**src/rtl/lif_pkg.sv**
```systemverilog
// lif_pkg: shared types and helpers for the sequential LIF neuron.
//   state_t          - FSM states of lif_neuron_seq
//   acc_width()      - width of the serial weight accumulator
//   sat_add()        - add two values and saturate to a signed 'width'-bit range
//   leak_toward_zero - move a value toward zero by 'leak' without crossing it
// The arithmetic helpers work on 64-bit signed values so callers can sign-extend
// any narrower operand and truncate the (already saturated) result back.
package lif_pkg;

  typedef enum logic [1:0] {
    IDLE,
    ACCUM,
    UPDATE
  } state_t;

  // One bit per doubling of the input count plus one sign-growth bit: the sum of
  // NUM_INPUTS W_W-bit signed weights always fits.
  function automatic int acc_width(input int w_w, input int num_inputs);
    return w_w + $clog2(num_inputs) + 1;
  endfunction

  function automatic logic signed [63:0] sat_add(input logic signed [63:0] a,
                                                 input logic signed [63:0] b,
                                                 input int width);
    logic signed [63:0] sum;
    logic signed [63:0] max_v;
    logic signed [63:0] min_v;
    sum   = a + b;
    max_v = (64'sd1 <<< (width - 1)) - 64'sd1;
    min_v = -(64'sd1 <<< (width - 1));
    if (sum > max_v)      return max_v;
    else if (sum < min_v) return min_v;
    else                  return sum;
  endfunction

  // 'leak' is a non-negative magnitude.
  function automatic logic signed [63:0] leak_toward_zero(input logic signed [63:0] v,
                                                          input logic signed [63:0] leak);
    if (v > 0)      return (v > leak) ? v - leak : 64'sd0;
    else if (v < 0) return (-v > leak) ? v + leak : 64'sd0;
    else            return 64'sd0;
  endfunction

endpackage

```
**src/rtl/lif_update.sv**
```systemverilog
// lif_update: combinational UPDATE datapath of the LIF neuron for a
// non-refractory step: leak toward zero, saturating integrate, threshold
// compare and post-spike reset.
//   v          in  current membrane potential (signed)
//   acc        in  accumulated weighted input of this step (signed)
//   threshold  in  firing threshold (signed)
//   leak       in  leak magnitude (unsigned)
//   reset_mode in  0 = reset to zero on fire, 1 = subtract threshold
//   v_next     out membrane potential after this step
//   fire       out 1 when the integrated potential reached the threshold
module lif_update
  import lif_pkg::*;
#(
  parameter int V_W   = 16,
  parameter int ACC_W = 12
) (
  input  logic signed [V_W-1:0]   v,
  input  logic signed [ACC_W-1:0] acc,
  input  logic signed [V_W-1:0]   threshold,
  input  logic        [V_W-1:0]   leak,
  input  logic                    reset_mode,
  output logic signed [V_W-1:0]   v_next,
  output logic                    fire
);

  logic signed [63:0] v_leaked;
  logic signed [63:0] v_int;
  logic signed [63:0] v_sub;

  // NOTE: every output of an always_comb gets a value on every path (here
  // before any branch), otherwise synthesis infers a latch.
  always_comb begin
    v_next   = '0;
    v_leaked = leak_toward_zero(64'(v), signed'(64'(leak)));
    v_int    = sat_add(v_leaked, 64'(acc), V_W);
    fire     = (v_int >= 64'(threshold));
    // v_int >= threshold here, but a negative threshold can still push the
    // difference past the positive limit, hence the saturating subtract.
    v_sub    = sat_add(v_int, -64'(threshold), V_W);
    if (fire) v_next = reset_mode ? V_W'(v_sub) : '0;
    else      v_next = V_W'(v_int);
  end

endmodule

```
**src/rtl/lif_neuron_seq.sv**
```systemverilog
// lif_neuron_seq: sequential leaky-integrate-and-fire neuron.
// A timestep is accepted under step_valid/step_ready, the weighted spikes are
// summed one synapse per cycle, then a single UPDATE cycle applies leak,
// integration, threshold and refractory logic. One step takes NUM_INPUTS+2
// cycles from accept to out_valid.
//   clk, reset      clock; synchronous active-high reset
//   step_valid/ready timestep handshake (ready only in IDLE)
//   spike_in        input spikes, bit i = synapse i
//   weights         packed signed weights, synapse i at [i*W_W +: W_W]
//   threshold       signed firing threshold
//   leak            unsigned leak magnitude per step
//   tref            refractory steps after a spike
//   reset_mode      0 = reset to zero, 1 = subtract threshold
//   v_out           membrane potential after the last completed step
//   spike_out       spike result of the last completed step
//   out_valid       one-cycle pulse when a step completes
module lif_neuron_seq
  import lif_pkg::*;
#(
  parameter int NUM_INPUTS = 8,
  parameter int W_W        = 8,
  parameter int V_W        = 16,
  parameter int TREF_W     = 4
) (
  input  logic                      clk,
  input  logic                      reset,
  input  logic                      step_valid,
  output logic                      step_ready,
  input  logic [NUM_INPUTS-1:0]     spike_in,
  input  logic [NUM_INPUTS*W_W-1:0] weights,
  input  logic signed [V_W-1:0]     threshold,
  input  logic [V_W-1:0]            leak,
  input  logic [TREF_W-1:0]         tref,
  input  logic                      reset_mode,
  output logic signed [V_W-1:0]     v_out,
  output logic                      spike_out,
  output logic                      out_valid
);

  localparam int ACC_W = acc_width(W_W, NUM_INPUTS);
  localparam int IDX_W = (NUM_INPUTS > 1) ? $clog2(NUM_INPUTS) : 1;

  state_t state, state_next;

  logic [NUM_INPUTS-1:0]     spike_q;
  logic [NUM_INPUTS*W_W-1:0] weights_q;
  logic signed [V_W-1:0]     threshold_q;
  logic [V_W-1:0]            leak_q;
  logic [TREF_W-1:0]         tref_q;
  logic                      mode_q;

  logic [IDX_W-1:0]          idx;
  logic signed [ACC_W-1:0]   acc;
  logic signed [ACC_W-1:0]   term;
  logic signed [W_W-1:0]     w_sel;
  logic [TREF_W-1:0]         ref_cnt;

  logic signed [V_W-1:0]     upd_v;
  logic                      upd_fire;

  wire last_idx = (idx == IDX_W'(NUM_INPUTS - 1));

  // NOTE: sequential state uses non-blocking assignments so every register
  // samples the values from before the clock edge.
  always_ff @(posedge clk) begin
    if (reset) state <= IDLE;
    else       state <= state_next;
  end

  always_comb begin
    state_next = state;
    case (state)
      IDLE:    if (step_valid) state_next = ACCUM;
      ACCUM:   if (last_idx)   state_next = UPDATE;
      UPDATE:  state_next = IDLE;
      default: state_next = IDLE;
    endcase
  end

  assign step_ready = (state == IDLE);

  always_comb begin
    w_sel = weights_q[idx*W_W +: W_W];
    term  = spike_q[idx] ? ACC_W'(w_sel) : '0;
  end

  lif_update #(
    .V_W   (V_W),
    .ACC_W (ACC_W)
  ) u_update (
    .v          (v_out),
    .acc        (acc),
    .threshold  (threshold_q),
    .leak       (leak_q),
    .reset_mode (mode_q),
    .v_next     (upd_v),
    .fire       (upd_fire)
  );

  // NOTE: the latched step parameters are deliberately left out of reset;
  // they are always rewritten on accept before anything reads them.
  always_ff @(posedge clk) begin
    if (step_ready && step_valid) begin
      spike_q     <= spike_in;
      weights_q   <= weights;
      threshold_q <= threshold;
      leak_q      <= leak;
      tref_q      <= tref;
      mode_q      <= reset_mode;
    end
  end

  always_ff @(posedge clk) begin
    if (reset) begin
      idx       <= '0;
      acc       <= '0;
      v_out     <= '0;
      ref_cnt   <= '0;
      spike_out <= 1'b0;
      out_valid <= 1'b0;
    end else begin
      out_valid <= 1'b0;
      case (state)
        IDLE: begin
          if (step_valid) begin
            acc <= '0;
            idx <= '0;
          end
        end
        ACCUM: begin
          acc <= acc + term;
          idx <= idx + IDX_W'(1);
        end
        UPDATE: begin
          out_valid <= 1'b1;
          if (ref_cnt != '0) begin
            // Refractory: potential frozen, accumulated input dropped.
            ref_cnt   <= ref_cnt - TREF_W'(1);
            spike_out <= 1'b0;
          end else begin
            v_out     <= upd_v;
            spike_out <= upd_fire;
            if (upd_fire) ref_cnt <= tref_q;
          end
        end
        default: ;
      endcase
    end
  end

endmodule
```
**config.mk**
```make
export PLATFORM = sky130hd
export DESIGN_NAME = lif_neuron_seq
export DESIGN_NICKNAME = d
export VERILOG_FILES = /design/src/rtl/lif_pkg.sv /design/src/rtl/lif_update.sv /design/src/rtl/lif_neuron_seq.sv
export SDC_FILE = /design/constraint.sdc
export NUM_CORES = 1
export LEC_CHECK = 0
export CORE_ASPECT_RATIO = 1.4
export CORE_MARGIN = 2
export CORE_UTILIZATION = 50
export DETAILED_ROUTE_END_ITERATION = 8
export GPL_ROUTABILITY_DRIVEN = 1
export GPL_TIMING_DRIVEN = 0
export PLACE_DENSITY_LB_ADDON = 0.12
export SLEW_MARGIN = 20
export SYNTH_ARGS = -nofsm -noshare
export SYNTH_HDL_FRONTEND = slang
export SYNTH_SLANG_ARGS = --single-unit
```
**constraint.sdc**
```tcl
create_clock -name clk -period 15.6 [get_ports clk]
set_input_delay 1.56 -clock clk [delete_from_list [all_inputs] [get_ports clk]]
set_output_delay 1.56 -clock clk [all_outputs]
set_load 0.01 [all_outputs]
```
==> flow_summary.toml, run 1 <==
[floorplanning]
start_util_pct = 50.8
ioPinCount = 131
die_x_um = 151
die_y_um = 210
row_count = 75
dieArea_um2 = 31900
core_area_um2 = 29900

[finish]
nets = 2287
fin_area_um2 = 17800
drive_above_1_share_pct = 6.58
fillers = 2741
area_growth_pct = 16.8
final_cells = 2392

[worst_setup_path]
cp_max_fo = 10
path_depth = 52
critPathBufInv = 6
critPathSlowestCell = "or4_1"
ff2ff_path_depth = 52
worstPathArrival_ns = 14.87
cpPeakStageDelay_ns = 0.62
cp-start-kind = "register"
path_class = "reg2reg"
required_ns = 15.95
crit_path_end_kind = "register"
crit_family = "simple AND/OR/NAND/NOR gates"
cp_common_cell = "nand4_1"

[synthesis]
synth_top_family_by_area = "simple AND/OR/NAND/NOR gates"
synth.avg_cell_area_um2 = 8.28
synth.cell_area_um2 = 15200
synth_area_leaders = "edfxtp_1 22%, ha_1 13%, a21oi_1 5.6%"
synth_flop_cell = "edfxtp_1"
synth_edf_count = 109
synth-seq-area-share_pct = 26.6
synth-seq-cells = 148
synthXorXnorAreaFrac_pct = 4.61
post-synth-top-count-cell = "nor2_1"
synth_area_leader_cell = "edfxtp_1"
synthCells = 1838
ys_types = 86
yosys-top-cells-count = "215 x nor2_1, 169 x a21oi_1, 169 x nand2_1"
syn_nets = 2132
synthAdderAreaFrac_pct = 16.0
yosys_warnings = 0
synth_top_area_share_pct = 21.5
synthArstFlopShare_pct = 0
yosys-mux-area-fraction_pct = 3.73
synthSimpleGateAreaFrac_pct = 22.8
synth_compound_area_share_pct = 22.0

[flow_run]
drv_cap = 0

[detailed_routing]
first_pass_iters = 5
route.detailed.drc = 0
drt-vias-per-instance = 6.20
wl_per_cell_um = 20.7
drt_iter0_drc = 907
antenna_left = 0
vias = 14830
routed_wl_um = 49500

[timing]
fin_crit_ns = 14.52
maxSlewViolCount = 0
whs_ns = 0.516
fin_setup_tns_ns = 0
fin_crit_sh_pct = 93.1
finalSetupViolCount = 0
rsz0062_at_grt = "false"
worst_pin_slew_ns = 0.946
finalClockSkew_ns = 0.0163
maxSlewHeadroom_pct = 36.4
max_freq_mhz = 68.9
final-hold-violation-count = 0
worst_slack_ns = 1.08

[clock_network]
path_clk_slew_ns = 0.07
ctsLongestPathBuffers = 2
cts_tree = "built"
htreeDepth = 4
clk_latency_ns = 0.44
cts_buffers = 17
cts_sinks = 148
hold_buffers = 0
root_buffer = "clkbuf_16"

[grt]
grt_overflow = 0
grt_pass1_vias = 14728
antenna_found_initial = 1
gr-usage-all-layers_pct = 31.3
grt_max_degree = 78
grt_pass1_wl_um = 77100

[worst_hold_path]
hold_class = "reg2reg"
min_path_cells = 2

[power]
leakage_nw = 7.25
p_per_area_nw_per_um2 = 82.2
ir_drop_uv = 54.5

[place]
place_area_um2 = 17100
placed_cells_incl_taps = 2358
dp_slack_ns = 0.0696
place.gp.congestion = 1.05
io_buffer_count = 130
hpwl_um = 40200

[status]
outcome = "complete, no violations"
sequential cells by signal (all words and copies together), names as in the netlist:
register and count:
weights_q 64, leak_q 16, threshold_q 16, v_out 16, acc 12, spike_q 8
ref_cnt 4, tref_q 4, idx 3, state 2, mode_q 1, out_valid 1
spike_out 1
worst reg2reg max path, delay by kind of cell (launching register included):
kind / cells / cell delay (ns)
flip-flops: 1 / 0.43
adder cells (fa/ha/maj): 6 / 1.81
AO/OA/AOI/OAI: 15 / 4.36
buffers and inverters: 6 / 1.41
AND/OR/NAND/NOR: 25 / 6.43
final timing paths:
path	from	endpoint	slack (ns)
worst max-delay path	v_out[2]	v_out[11]	1.08
worst min-delay path	spike_out	spike_out	0.52
worst max register to register	v_out[2]	v_out[11]	1.08
worst min register to register	spike_out	spike_out	0.52
metal layers:
layer  global-route usage [%]  part of all wire, %  vias up
li1                         -                    -     7162
met5                        0                    0        -
met3                     3.40                  3.7      163
met1                     33.4                   37     7051
met4                     19.1                  6.8        0
met2                     58.0                   52      454
through the flow:
stage               total power [mW]  utilization, %
detailed placement              1.03            57.2
floorplan                      0.863               -
global route                    1.54            59.4
CTS                             1.46            59.2
finish                          1.46            59.4
global placement                1.02            56.8
where the power goes:
part	internal [mW]	switching, mW	leakage (nW)	total [mW]
clock network	0.240	0.185	0.295	0.425
registers	0.446	0.00915	1.36	0.456
logic	0.216	0.364	5.59	0.580
total	0.902	0.558	7.25	1.46
layout make-up:
type                    instances  area (um^2)  area share [%]
flip-flops and latches        148         4060            22.8
inverters                      87          332            1.87
multi-input cells            1525        10600            59.5
plain buffers                  78          330            1.86
diodes                          1         2.50          0.0141
well taps                     385          482            2.71
clock buffers                  17          425            2.39
repair buffers                136         1400            7.90
clock inverters                15          166           0.936
cells in the final DEF, fill, tap and decap left out, types with 16 or more instances in the layout:
master / count
a211oi_1: 22
edfxtp_1: 109
inv_1: 83
clkdlybuf4s50_1: 130
nor2b_1: 19
nor2_1: 212
ha_1: 162
or2_2: 23
a21oi_1: 167
a31oi_1: 22
fa_1: 20
nand2b_1: 16
xnor2_1: 49
o21a_1: 30
xor2_1: 31
mux4_2: 18
nand2_1: 169
clkbuf_1: 54
nor3_1: 53
nand3_1: 40
o21bai_1: 20
a21o_1: 41
dfxtp_1: 38
nor4_1: 34
clkbuf_16: 17
o211ai_1: 29
o21ai_0: 101
nand4_1: 53
timing repair:
| item | in CTS | in global routing |
|---|---|---|
| hold endpoints to repair | 0 | 0 |
| buffers inserted | 0 | 1 |
| resized for setup | 1 | 17 |
| pin swaps | 0 | 1 |
| setup endpoints to repair | 3 | 20 |
cell families (layout without fill, tap and decap cells):
family / count (synthesis) / count (layout)
AOI/OAI and AO/OA: 524 / 524
buffers and inverters: 165 / 333
adders and majority gates: 182 / 182
other: 0 / 1
DFF: 148 / 148
muxes: 34 / 34
and+or+nand+nor: 705 / 705
xor gates and xnor gates: 80 / 80
Power figures use the tool's default switching activity.
==> run 2, diff against run 1 <==
==> constraint.sdc (replaced) <==
create_clock -name clk -period 15.6 [get_ports clk]
set_input_delay 1.56 -clock clk [delete_from_list [all_inputs] [get_ports clk]]
set_output_delay 1.56 -clock clk [all_outputs]
set_load 0.1 [all_outputs]
==> results of run 2 <==
Same layout as run 1 (identical final DEF). Status: complete, no violations.
